$ cat src/rtl/uart_pkg.sv
//------------------------------------------------------------------------
// uart_pkg - shared constants and types for the MMIO UART transmitter.
// Revision: 1.0
//------------------------------------------------------------------------
`default_nettype none

package uart_pkg;

  localparam int DIV_W = 16;

  localparam logic [1:0] REG_TXDATA  = 2'd0;
  localparam logic [1:0] REG_STATUS  = 2'd1;
  localparam logic [1:0] REG_DIVISOR = 2'd2;

  localparam int ST_FULL  = 0;
  localparam int ST_EMPTY = 1;
  localparam int ST_BUSY  = 2;
  localparam int ST_OVF   = 3;
  localparam int ST_COUNT = 4;

  typedef enum logic [1:0] {
    IDLE  = 2'd0,
    START = 2'd1,
    DATA  = 2'd2,
    STOP  = 2'd3
  } tx_state_t;

endpackage

`default_nettype wire

$ cat src/rtl/uart_tx_mmio_tx_fifo.sv
//------------------------------------------------------------------------
// tx_fifo - synchronous FIFO with extra-MSB pointers for full/empty/count.
// Revision: 1.0
//------------------------------------------------------------------------
`default_nettype none

module tx_fifo #(
  parameter int DEPTH = 8,
  parameter int WIDTH = 8
) (
  input  logic                   clk,
  input  logic                   rst,
  input  logic                   push,
  input  logic [WIDTH-1:0]       push_data,
  input  logic                   pop,
  output logic [WIDTH-1:0]       pop_data,
  output logic                   full,
  output logic                   empty,
  output logic [$clog2(DEPTH):0] count
);

  localparam int AW = $clog2(DEPTH);
  localparam logic [AW:0] PTR_ONE = {{AW{1'b0}}, 1'b1};
  localparam logic [AW:0] DEPTH_C = (AW+1)'(DEPTH);

  logic [WIDTH-1:0] mem [DEPTH];
  logic [AW:0]      wr_ptr;
  logic [AW:0]      rd_ptr;
  logic             do_push;
  logic             do_pop;

  // A push while full is still taken when a pop frees a slot this cycle.
  assign do_pop   = pop && !empty;
  assign do_push  = push && (!full || do_pop);

  assign count    = wr_ptr - rd_ptr;
  assign empty    = (wr_ptr == rd_ptr);
  assign full     = (count == DEPTH_C);
  assign pop_data = mem[rd_ptr[AW-1:0]];

  always_ff @(posedge clk or negedge rst) begin
    if (!rst) begin
      wr_ptr <= '0;
      rd_ptr <= '0;
    end else begin
      if (do_push) wr_ptr <= wr_ptr + PTR_ONE;
      if (do_pop)  rd_ptr <= rd_ptr + PTR_ONE;
    end
  end

  always_ff @(posedge clk) begin
    if (do_push) mem[wr_ptr[AW-1:0]] <= push_data;
  end

endmodule

`default_nettype wire

$ cat src/rtl/uart_tx_mmio.sv
//------------------------------------------------------------------------
// uart_tx_mmio - memory-mapped 8N1 UART transmitter with TX FIFO.
// Revision: 1.0
//------------------------------------------------------------------------
`default_nettype none

module uart_tx_mmio
  import uart_pkg::*;
#(
  parameter int               FIFO_DEPTH = 8,
  parameter logic [DIV_W-1:0] DIV_RESET  = 16'd433
) (
  input  logic        clk,
  input  logic        rst,
  input  logic [31:0] addr,
  input  logic        cs,
  input  logic        wr_rd,
  input  logic [31:0] data_bus_write,
  output logic [31:0] data_bus_read,
  output logic        tx
);

  localparam int CW = $clog2(FIFO_DEPTH) + 1;
  localparam logic [DIV_W-1:0] CNT_ONE = DIV_W'(1);

  logic [1:0]       reg_sel;
  logic             wr_en;
  logic             rd_en;
  logic             push_req;
  logic             ovf_clr;
  logic             unused;

  logic [7:0]       fifo_data;
  logic             fifo_full;
  logic             fifo_empty;
  logic [CW-1:0]    fifo_count;

  logic [DIV_W-1:0] divisor;
  logic             overflow;
  logic [31:0]      status;
  logic [31:0]      rd_val;

  tx_state_t        state;
  tx_state_t        state_n;
  logic [DIV_W-1:0] cnt;
  logic [DIV_W-1:0] cnt_n;
  logic [7:0]       shift;
  logic [7:0]       shift_n;
  logic [2:0]       bit_idx;
  logic [2:0]       bit_idx_n;
  logic             tx_n;
  logic             pop;
  logic             cnt_zero;

  assign reg_sel  = addr[3:2];
  assign wr_en    = cs && wr_rd;
  assign rd_en    = cs && !wr_rd;
  assign push_req = wr_en && (reg_sel == REG_TXDATA);
  assign ovf_clr  = wr_en && (reg_sel == REG_STATUS) && data_bus_write[ST_OVF];
  assign unused   = ^{addr[31:4], addr[1:0], data_bus_write[31:16]};
  assign cnt_zero = (cnt == '0);

  tx_fifo #(
    .DEPTH (FIFO_DEPTH),
    .WIDTH (8)
  ) u_fifo (
    .clk       (clk),
    .rst       (rst),
    .push      (push_req),
    .push_data (data_bus_write[7:0]),
    .pop       (pop),
    .pop_data  (fifo_data),
    .full      (fifo_full),
    .empty     (fifo_empty),
    .count     (fifo_count)
  );

  always_comb begin
    status               = '0;
    status[ST_FULL]      = fifo_full;
    status[ST_EMPTY]     = fifo_empty;
    status[ST_BUSY]      = (state != IDLE);
    status[ST_OVF]       = overflow;
    status[ST_COUNT+:CW] = fifo_count;
  end

  always_comb begin
    rd_val = '0;
    case (reg_sel)
      REG_STATUS:  rd_val = status;
      REG_DIVISOR: rd_val = {16'd0, divisor};
      default:     rd_val = '0;
    endcase
  end

  always_ff @(posedge clk or negedge rst) begin
    if (!rst) begin
      divisor       <= DIV_RESET;
      overflow      <= 1'b0;
      data_bus_read <= '0;
    end else begin
      if (wr_en && (reg_sel == REG_DIVISOR)) divisor <= data_bus_write[DIV_W-1:0];
      // Only a push that finds the FIFO full with no simultaneous pop is lost.
      if (push_req && fifo_full && !pop) overflow <= 1'b1;
      else if (ovf_clr)                  overflow <= 1'b0;
      if (rd_en) data_bus_read <= rd_val;
    end
  end

  always_ff @(posedge clk or negedge rst) begin
    if (!rst) begin
      state   <= IDLE;
      cnt     <= '0;
      shift   <= '0;
      bit_idx <= '0;
      tx      <= 1'b1;
    end else begin
      state   <= state_n;
      cnt     <= cnt_n;
      shift   <= shift_n;
      bit_idx <= bit_idx_n;
      tx      <= tx_n;
    end
  end

  always_comb begin
    state_n = state;
    case (state)
      IDLE:    if (!fifo_empty) state_n = START;
      START:   if (cnt_zero) state_n = DATA;
      DATA:    if (cnt_zero && (bit_idx == 3'd7)) state_n = STOP;
      STOP:    if (cnt_zero) state_n = fifo_empty ? IDLE : START;
      default: state_n = IDLE;
    endcase
  end

  // Every reload samples the live DIVISOR, so a rewrite lands on a bit boundary.
  always_comb begin
    pop       = 1'b0;
    cnt_n     = cnt;
    shift_n   = shift;
    bit_idx_n = bit_idx;
    case (state)
      IDLE: begin
        if (!fifo_empty) begin
          pop     = 1'b1;
          shift_n = fifo_data;
          cnt_n   = divisor;
        end
      end
      START: begin
        if (cnt_zero) begin
          cnt_n     = divisor;
          bit_idx_n = '0;
        end else begin
          cnt_n = cnt - CNT_ONE;
        end
      end
      DATA: begin
        if (cnt_zero) begin
          cnt_n     = divisor;
          shift_n   = {1'b0, shift[7:1]};
          bit_idx_n = bit_idx + 3'd1;
        end else begin
          cnt_n = cnt - CNT_ONE;
        end
      end
      STOP: begin
        if (cnt_zero) begin
          cnt_n = divisor;
          if (!fifo_empty) begin
            pop     = 1'b1;
            shift_n = fifo_data;
          end
        end else begin
          cnt_n = cnt - CNT_ONE;
        end
      end
      default: begin
        cnt_n = '0;
      end
    endcase

    tx_n = 1'b1;
    case (state_n)
      START:   tx_n = 1'b0;
      DATA:    tx_n = shift_n[0];
      default: tx_n = 1'b1;
    endcase
  end

endmodule

`default_nettype wire

$ cat config.mk
export PLATFORM = sky130hd
export DESIGN_NAME = uart_tx_mmio
export DESIGN_NICKNAME = d
export VERILOG_FILES = /design/src/rtl/uart_pkg.sv /design/src/rtl/uart_tx_mmio_tx_fifo.sv /design/src/rtl/uart_tx_mmio.sv
export SDC_FILE = /design/constraint.sdc
export NUM_CORES = 1
export LEC_CHECK = 0
export ABC_AREA = 0
export CAP_MARGIN = 10
export CORE_MARGIN = 2
export CORE_UTILIZATION = 55
export DETAILED_ROUTE_END_ITERATION = 8
export GPL_ROUTABILITY_DRIVEN = 0
export HOLD_SLACK_MARGIN = 0.15
export PLACE_DENSITY_LB_ADDON = 0.1
export SYNTH_ARGS = -nofsm -noshare
export SYNTH_HDL_FRONTEND = slang
export SYNTH_HIERARCHICAL = 1
export SYNTH_SLANG_ARGS = --single-unit
$ cat constraint.sdc
create_clock -name clk -period 6.45 [get_ports clk]
set_clock_uncertainty 0.2 [all_clocks]
set_input_delay 1.29 -clock clk [delete_from_list [all_inputs] [get_ports clk]]
set_output_delay 1.29 -clock clk [all_outputs]
set_load 0.1 [all_outputs]
# [Word-level counts from Yosys, hierarchy flattened]
# Memories as Yosys holds them, arrays and structs flattened.
# Cells that the tools add are included.
[op_classes] add_sub_neg=5 eq_ne=14 mux=25 n_reduce_logical=26
[ops] operator="$pmux 16 s2" n=2
[ops] operator="$mux 16" n=2
[ops] operator="$mux 8" n=3
[ops] operator="$pmux 8 s3" n=1
[ops] operator="$logic_not 16->1" n=1
[ops] operator="$sub 16x1->16 const B" n=1
[ops] operator="$logic_and 1x1->1" n=11
[ops] operator="$add 4x1->4 const B" n=2
[ops] operator="$eq 2x2->1 const B" n=4
[ops] operator="$mux 2" n=4
[ops] operator="$ne 2x2->1 const B" n=4
[ops] operator="$pmux 2 s4" n=1
[ops] operator="$mux 1" n=7
[ops] operator="$eq 2x1->1 const B" n=3
[ops] operator="$mux 3" n=2
[ops] operator="$pmux 3 s2" n=1
[ops] operator="$reduce_and 3->1" n=2
[ops] operator="$reduce_bool 2->1" n=3
[ops] operator="$eq 4x4->1" n=1
[ops] operator="$eq 4x4->1 const B" n=1
[ops] operator="$logic_not 1->1" n=4
[ops] operator="$logic_not 2->1" n=2
[ops] operator="$pmux 1 s2" n=2
[ops] operator="$sub 4x4->4" n=1
[ops] operator="5 further kinds" n=5
[totals] ff_bits=87 ram_bits=64 inputBits=68 output_inout_bits=33 wordCells=82 memories=1
[memory_table] memory="u_fifo.mem" words=8 word_bits=8 read_ports=1 rd_clocked_by_memory_dff=0 wr=1 line_no="uart_tx_mmio_tx_fifo.sv:26" text="logic [WIDTH-1:0] mem [DEPTH];"

# [Depth between registers and ports, before layout]
# Gate-level depths: netlist of run 1.
[depth] ltp_word=9 depth_mapped=13 ltp_nobuf=10

# [Cells and area by module]
# The synthesis of run 1 kept the hierarchy.
[by_module_without_submodules] module="uart_tx_mmio" instances=1 cells_per_inst=348 area_each_um2=3398.3
[by_module_without_submodules] module="tx_fifo" instances=1 cells_per_inst=168 area_each_um2=2957.8

# [Worst setup path after synthesis of run 1]
# Ideal clock, no wire load.
[synth_timing] path_type="register to register" startpoint="register u_fifo.rd_ptr[1]" endpoint="memory u_fifo.mem[2][0], enable pin" arrival_time_ps=3621 t_required_ps=5867 path_slack_ps=2246 stages_incl_launch_ff=14 n_path_buf=4 period_less_slack_ps=4204 path_cell_list="dfrtp_1 clkbuf_1 clkbuf_1 inv_1 ha_1 nand3_1 nor2_1 clkbuf_1 clkbuf_1 nor3_1 o21a_1 o41ai_4 or2_2 nor3_1"
[synth_via] elab_chain_len=9 elab_cells_between_ends=13
[synth_lines] item="start, declared" line_no="uart_tx_mmio_tx_fifo.sv:28" text="logic [AW:0] rd_ptr;"
[synth_lines] item="start signal, assigned" line_no="uart_tx_mmio_tx_fifo.sv:47" text="if (do_pop) rd_ptr <= rd_ptr + PTR_ONE;"
[synth_lines] item="$eq 4x4->1 *" line_no="uart_tx_mmio_tx_fifo.sv:37" text="assign empty = (wr_ptr == rd_ptr);"
[synth_lines] item="via fifo_empty" line_no="uart_tx_mmio.sv:35" text="logic fifo_empty;"
[synth_lines] item="$mux 1 *" line_no="uart_tx_mmio.sv:145, uart_tx_mmio.sv:171"
[synth_lines] item="$mux 1" line_no="uart_tx_mmio.sv:169" text="if (cnt_zero) begin"
[synth_lines] item="$pmux 1 s2 *" line_no="uart_tx_mmio.sv:143" text="case (state)"
[synth_lines] item="via pop" line_no="uart_tx_mmio.sv:52" text="logic pop;"
[synth_lines] item="$logic_and 1x1->1 *" line_no="uart_tx_mmio_tx_fifo.sv:33" text="assign do_pop = pop && !empty;"
[synth_lines] item="$logic_or 1x1->1 *" line_no="uart_tx_mmio_tx_fifo.sv:34" text="assign do_push = push && (!full || do_pop);"
[synth_lines] item="$logic_and 1x1->1 *" line_no="uart_tx_mmio_tx_fifo.sv:34"
[synth_lines] item="$mux 1 *" line_no="uart_tx_mmio_tx_fifo.sv:52" text="if (do_push) mem[wr_ptr[AW-1:0]] <= push_data;"
[synth_lines] item="$mux 1 (not written as such) *" line_no="uart_tx_mmio_tx_fifo.sv:52"
[synth_lines] item="end, declared" line_no="uart_tx_mmio_tx_fifo.sv:26"
# The timed path passes the listed nets; every way through them passes the cells marked *.

# [Worst setup path after layout of run 1]
[layout_timing] startpoint="register cnt[0]" endpoint="memory u_fifo.mem[3][0], enable pin"
[layout_via] elab_chain_len=8
[layout_lines] item="start, declared" line_no="uart_tx_mmio.sv:45" text="logic [DIV_W-1:0] cnt;"
[layout_lines] item="start signal, assigned" line_no="uart_tx_mmio.sv:119" text="cnt <= cnt_n;"
[layout_lines] item="$logic_not 16->1" line_no="uart_tx_mmio.sv:61" text="assign cnt_zero = (cnt == '0);"
[layout_lines] item="$mux 1" line_no="uart_tx_mmio.sv:169"
[layout_lines] item="$pmux 1 s2" line_no="uart_tx_mmio.sv:143"
[layout_lines] item="via pop" line_no="uart_tx_mmio.sv:52"
[layout_lines] item="$logic_and 1x1->1" line_no="uart_tx_mmio_tx_fifo.sv:33"
[layout_lines] item="$logic_or 1x1->1" line_no="uart_tx_mmio_tx_fifo.sv:34"
[layout_lines] item="$logic_and 1x1->1" line_no="uart_tx_mmio_tx_fifo.sv:34"
[layout_lines] item="$mux 1" line_no="uart_tx_mmio_tx_fifo.sv:52"
[layout_lines] item="$mux 1 (not written as such)" line_no="uart_tx_mmio_tx_fifo.sv:52"
# The timed path passes the listed nets, and every way through them passes these cells.

==> results.cfg, run 1 <==
[clock_network]
clkLatencyLatePin_ns = 0.41
ctsLongestPathBuffers = 2
tritoncts.num_buffers = 17
cts.sinks = 135
h-tree-depth = 4
post_cts_resize_count = 0
postCtsHoldBufs = 0
path_clk_slew_ns = 0.06
cts_tree = built
ctsRootBufferMaster = clkbuf_16
cts_setup_buffers = 0

[route]
detail_route.drc_violations = 0
antenna_violating_nets_post_route = 0
pre_antenna_drt_iters = 5
routed_wire_length_per_instance_um = 18.8
average_via_count_per_standard_cell = 5.81
wl_um = 13300
drt_iter0_markers = 340
routed-via-count = 4114

[logic_synthesis]
synth_async_sr_flop_share_pct = 52.6
synth_sequential_area_ratio_pct = 58.3
yosys.cell_count.top_type = nand2_1
flops_latches_synth = 135
cell_type_with_the_largest_total_area_after_synthesis = edfxtp_1
synth-edff-count = 64
top_area_cell_type_share_of_the_netlist_area_pct = 30.2
synth_top_cells_by_count = nand2_1 (72), dfrtp_1 (65), edfxtp_1 (64), nor2_1 (27), o21ai_0 (24)
synthTopCellsByArea = edfxtp_1 (30%), dfrtp_1 (26%), mux4_2 (5.7%), nand2_1 (4.3%), mux2_2 (3.2%)
synthFlopType = dfrtp_1
syn-mean-instance-area_um2 = 12.3
yosysWarningCount = 6
synth_cell_type_count = 64
post_synth_inst_count = 516
synth.cell_area_mm2 = 0.00636

[pwr]
power.static_leakage_nw = 2.89
sw_frac_of_total_pct = 37.8
seq_power_share_pct = 36.8
ir_drop_uv = 327
p_switching_mw = 1.27
fraction_of_power_consumed_by_combinational_cells_pct = 35.2
p_int_mw = 2.09
power_per_standard_cell_area_mw_per_mm2 = 457
p_clk_share_pct = 27.9

[min_path]
holdCritPathClass = reg2reg
hp_start = data_bus_read[4]
worstHoldPathCells = 2
hold_path_end = data_bus_read[4]

[final_layout]
n_fill_cell = 885
ff_latch_area_mm2 = 0.00371
share_of_post_route_cells_with_drive_strength_above_1_pct = 15.4
synthToLayoutAreaGrowth_pct = 15.8
fin_nets = 638
insertedDiodeCount = 0
area_of_the_multi_input_gates_mm2 = 0.00242
final_cell_count_no_fill = 708

[grt]
globalRouteOverflowTotal = 0
gr-usage-all-layers_pct = 22.6
first_pass_grt_wire_length_um = 21500
via_count_of_the_first_global_routing_pass = 4090
grt_antenna_before_repair = 0
largest_net_degree_at_the_start_of_global_routing = 72

[floorplanning]
floorplan.io_pins = 101
dieWidth_um = 112
initial_core_util_pct = 55.9
chipHeight_um = 112
placeableCoreArea_mm2 = 0.0114
placementRows = 39
dieArea_mm2 = 0.0124

[critical_path]
r2r_cells = 11
worstReg2RegStart = cnt[0]
cp_slowest_stage_delay_ns = 0.66
required_ns = 6.29
worstSetupStartpointType = register
r2r_setup_slack_ns = 1.77
critPathSlowestCell = nor2_1
critPathMaxFanout = 21
worstSetupPathType = reg2reg
critPathTopFamily = simple AND/OR/NAND/NOR gates
endpoint_kind = register
worstPathArrival_ns = 4.52
path_buf_inv = 2
crit_path_cells = inv_1 -> ha_1 -> or4b_1 -> nor4_4 -> buf_4 -> a21oi_1 -> nor3_1 -> o21a_1 -> o41ai_4 -> or2_2 -> nor2_1
crit-reg2reg-capture = u_fifo/mem[3][0]

[timing]
fin_crit_sh_pct = 72.6
fin_ws_ns = 1.77
relSlewSlack_pct = 32.9
fin_setup_tns_ns = 0
final.hold.worst_slack_ns = 0.287
max_slew.worst_pin.slew_ns = 1.00
setup-violations-final = 0
finalHoldViolCount = 0
max_clock_freq_mhz = 214
timing_max_transition_violations_final = 0
setup_repair_after_global_routing_missed_its_margin = false
finalCriticalPeriod_ns = 4.68

[run]
cap_viol_max_count = 0

[placed_design]
pre_cts_slack_ns = 1.82
place_hpwl_um = 8740
placed_cells_incl_taps = 678
io_buffers = 38

[status]
result_of_the_run = complete, no violations
==> worst min-delay path, cell delays in order (launching register included) <==
cell and delay (ns):
dfrtp_1 0.34, nand2_1 0.05, o21ai_0 0.06
==> routing by layer <==
layer	up-vias	wire length [µm]	track usage [%]
met2	80	6450	34.9
met1	2084	6150	32.4
li1	1941	-	-
met3	9	591	5.82
met4	0	87	6.42
met5	-	0	0
==> state kept, by name, indices dropped and copies added, names as in the netlist <==
signal	count
u_fifo/mem	64
cnt	16
data_bus_read	16
divisor	16
shift	8
u_fifo/rd_ptr	4
u_fifo/wr_ptr	4
bit_idx	3
state	2
overflow	1
tx	1
==> layout make-up <==
class                   instances  share of cell area, %
inverters                      16                  0.816
well taps                     143                   2.43
clock buffers                  17                   5.78
repair buffers                 44                   5.71
flip-flops and latches        135                   50.3
clock inverters                13                   2.01
multi-input cells             340                   32.9
==> per-stage QoR <==
| stage | instance area (µm²) | power (mW) | utilization [%] |
|---|---|---|---|
| after floorplan | 6410 | 2.14 | - |
| after global placement | 6790 | 2.39 | 59.7 |
| after detailed placement | 6790 | 2.43 | 59.7 |
| after CTS | 7360 | 3.38 | 64.7 |
| after global routing | 7360 | 3.56 | 64.7 |
| final | 7360 | 3.36 | 64.7 |
==> worst max-delay path by stage <==
stage                     startpoint               end  slack [ns]  cells past startpoint
detailed placement            cnt[0]  u_fifo/mem[3][2]        1.82                     11
global placement              cnt[0]  u_fifo/mem[6][2]        1.86                     11
floorplan           u_fifo/rd_ptr[1]  u_fifo/mem[2][0]        2.25                     13
global route                  cnt[0]  u_fifo/mem[3][7]        1.50                     11
finish                        cnt[0]  u_fifo/mem[3][0]        1.77                     11
CTS                           cnt[0]  u_fifo/mem[3][0]        1.79                     11
==> kinds of logic after synthesis <==
| family | after synthesis | share of synthesized area, % |
|---|---|---|
| AO/OA/AOI/OAI | 98 | 10.1 |
| buffers and inverters | 56 | 4.55 |
| XOR/XNOR | 8 | 1.10 |
| other | 1 | 0.0590 |
| AND/OR/NAND/NOR | 158 | 12.0 |
| multiplexers | 44 | 10.6 |
| flip-flops | 135 | 58.3 |
| adder cells (fa/ha/maj) | 16 | 3.27 |
==> power by group through the flow <==
stage	Combinational (mW)	Sequential [mW]	Clock, mW
after floorplan	0.841	1.30	0
after global placement	1.15	1.24	0
after detailed placement	1.18	1.25	0
after CTS	1.19	1.24	0.957
after global routing	1.31	1.26	0.995
final	1.19	1.24	0.940
==> placed cells by master, fill, tap and decap left out, types with 3 or more instances in the layout <==
master / n
mux2_2: 18
and3_1: 3
mux4_2: 16
o21ai_0: 24
inv_6: 4
nor3_1: 11
a22oi_1: 9
nor2_1: 27
a21oi_1: 17
xnor2_1: 4
conb_1: 16
a211oi_1: 3
clkdlybuf4s50_1: 37
and2_1: 3
nand4_1: 3
o21ai_1: 17
nand3_1: 8
buf_4: 6
nor2b_1: 3
edfxtp_1: 64
dfstp_2: 6
a221o_1: 4
a22o_1: 3
or4_1: 3
clkbuf_16: 17
or3_4: 3
nand2b_1: 4
dfrtp_1: 65
mux2i_1: 8
ha_1: 15
o21a_1: 3
nand2_1: 72
inv_1: 15
nor4_1: 3
xor2_1: 4
(Power assumes the default switching activity.)
==> run 2: changes to the inputs <==
--- a/config.mk
+++ b/config.mk
@@ -8,7 +8,7 @@
 export ABC_AREA = 0
 export CAP_MARGIN = 10
 export CORE_MARGIN = 2
-export CORE_UTILIZATION = 55
+export CORE_UTILIZATION = 49
 export DETAILED_ROUTE_END_ITERATION = 8
 export GPL_ROUTABILITY_DRIVEN = 0
 export HOLD_SLACK_MARGIN = 0.15
==> constraint.sdc (replaced) <==
create_clock -name clk -period 3.9 [get_ports clk]
set_clock_uncertainty 0.2 [all_clocks]
set_input_delay 0.78 -clock clk [delete_from_list [all_inputs] [get_ports clk]]
set_output_delay 0.78 -clock clk [all_outputs]
set_load 0.1 [all_outputs]
==> results.cfg, run 2 (synthesized netlist as in run 1, its figures left out) <==
[status]
result_of_the_run = complete, no violations

[route]
antenna_violating_nets_post_route = 0
average_via_count_per_standard_cell = 5.49
routed-via-count = 4136
routed_wire_length_per_instance_um = 18.0
drt_iter0_markers = 357
wl_um = 13500
detail_route.drc_violations = 0
pre_antenna_drt_iters = 4

[final_layout]
insertedDiodeCount = 0
layout.cell_area.non_filler_mm2 = 0.00753
largest_reg_flops = 64
share_of_post_route_cells_with_drive_strength_above_1_pct = 18.1
synthToLayoutAreaGrowth_pct = 18.5
n_fill_cell = 1060
leading_cell_type_in_the_layout_fill_and_taps_excluded = nand2_1
fin_nets = 652
layout_common_cells = nand2_1 (72), dfrtp_1 (65), edfxtp_1 (64)
final_cell_count_no_fill = 753

[clock_network]
path_clk_slew_ns = 0.06
tritoncts.num_buffers = 17
h-tree-depth = 4
post_cts_resize_count = 0
cts_setup_buffers = 0
cts.sinks = 135
ctsLongestPathBuffers = 2
cts_tree = built
ctsRootBufferMaster = clkbuf_16
clkLatencyLatePin_ns = 0.42
postCtsHoldBufs = 0

[floorplanning]
dieArea_mm2 = 0.0139
placeableCoreArea_mm2 = 0.0126
chipHeight_um = 118
floorplan.io_pins = 101
dieWidth_um = 118
placementRows = 41
initial_core_util_pct = 50.4

[critical_path]
worstPathArrival_ns = 3.47
critPathSlowestCell = or4b_1
required_ns = 3.82
critPathMaxFanout = 8
critPathTopFamily = simple AND/OR/NAND/NOR gates
worstSetupPathType = reg2reg
path_buf_inv = 3
worstSetupStartpointType = register
crit_path_cells = inv_1 -> ha_1 -> or4b_1 -> nor4_4 -> a21oi_1 -> nor3_1 -> buf_4 -> o21a_1 -> o41ai_4 -> or2_2 -> nor2_1 -> buf_4
cpMostUsedCell = buf_4
endpoint_kind = register
cp_slowest_stage_delay_ns = 0.53

[grt]
globalRouteOverflowTotal = 0
largest_net_degree_at_the_start_of_global_routing = 40
first_pass_grt_wire_length_um = 22000
grt_antenna_before_repair = 0
via_count_of_the_first_global_routing_pass = 4067
gr-usage-all-layers_pct = 20.5

[placed_design]
io_buffers = 38
placement.cell_area_mm2 = 0.00696
pre_cts_slack_ns = 0.344
placed_cells_incl_taps = 721
place_hpwl_um = 9290

[timing]
finalHoldViolCount = 0
fin_ws_ns = 0.350
max_slew.worst_pin.slew_ns = 0.986
relSlewSlack_pct = 34.1
max_clock_freq_mhz = 282
timing_max_transition_violations_final = 0
setup_repair_after_global_routing_missed_its_margin = false
finalCriticalPeriod_ns = 3.55
fin_crit_sh_pct = 91.0
setup-violations-final = 0

[min_path]
holdCritPathClass = in2async

[pwr]
power_per_standard_cell_area_mw_per_mm2 = 747
totalPowerFinal_mw = 5.63
power.static_leakage_nw = 2.96
ir_drop_uv = 411

[run]
cap_viol_max_count = 0
[run 2: per-layer routing]
metal / track usage [%] / share of wire [%] / up-vias
li1: - / - / 1975
met1: 29.3 / 47 / 2078
met2: 31.8 / 48 / 76
met3: 4.99 / 5.1 / 7
met4: 4.97 / 0.73 / 0
met5: 0 / 0 / -
[run 2: worst paths after layout]
kind / startpoint / end / slack (ns) / depth (start not counted)
min in group clk: data_bus_read[3] / data_bus_read[3] / 0.28 / 2
min: rst / cnt[11] / 0.25 / 1
max in group asynchronous: rst / divisor[7] / 2.51 / 2
max reg2reg: cnt[0] / u_fifo/mem[6][0] / 0.35 / 12
min reg2reg: data_bus_read[3] / data_bus_read[3] / 0.28 / 2
max: cnt[0] / u_fifo/mem[6][0] / 0.35 / 12
[run 2: power by group]
group,switching [mW],internal [mW],total [mW]
Sequential,0.250,1.76,2.01
Clock,0.652,0.896,1.55
Combinational,1.27,0.807,2.08
Total,2.17,3.46,5.63
[run 2: final cells by class]
type                            count  area (µm²)  share of cell area, %
Sequential cell                   135        3710                   49.2
Multi-Input combinational cell    340        2440                   32.4
Timing Repair Buffer               58         538                   7.14
Clock buffer                       18         429                   5.70
Tap cell                          172         215                   2.86
Clock inverter                     14         143                   1.89
Inverter                           16        60.1                  0.797
[run 2: worst register-to-register path: stages, from the launching register on]
cell	delay, ns
dfrtp_1	0.39
inv_1	0.09
ha_1	0.21
or4b_1	0.53
nor4_4	0.30
a21oi_1	0.14
nor3_1	0.24
buf_4	0.18
o21a_1	0.19
o41ai_4	0.12
or2_2	0.36
nor2_1	0.11
buf_4	0.20
[run 2: metrics by stage]
| stage | setup TNS [ns] | util, % | hold WS [ns] |
|---|---|---|---|
| floorplan | -1.80 | - | 0.255 |
| global route | 0 | 59.7 | 0.299 |
| finish | 0 | 59.7 | 0.249 |
| CTS | 0 | 59.7 | 0.268 |
| detailed placement | 0 | 55.2 | 0.275 |
| global placement | 0 | 55.2 | 0.263 |
==> run 3: changes to the inputs <==
--- a/config.mk
+++ b/config.mk
@@ -9,6 +9,7 @@
 export CAP_MARGIN = 10
 export CORE_MARGIN = 2
 export CORE_UTILIZATION = 49
+export CTS_CLUSTER_DIAMETER = 200
 export DETAILED_ROUTE_END_ITERATION = 8
 export GPL_ROUTABILITY_DRIVEN = 0
 export HOLD_SLACK_MARGIN = 0.15
==> results of run 3 <==
Final layout, timing and power as in run 2 (identical DEF).
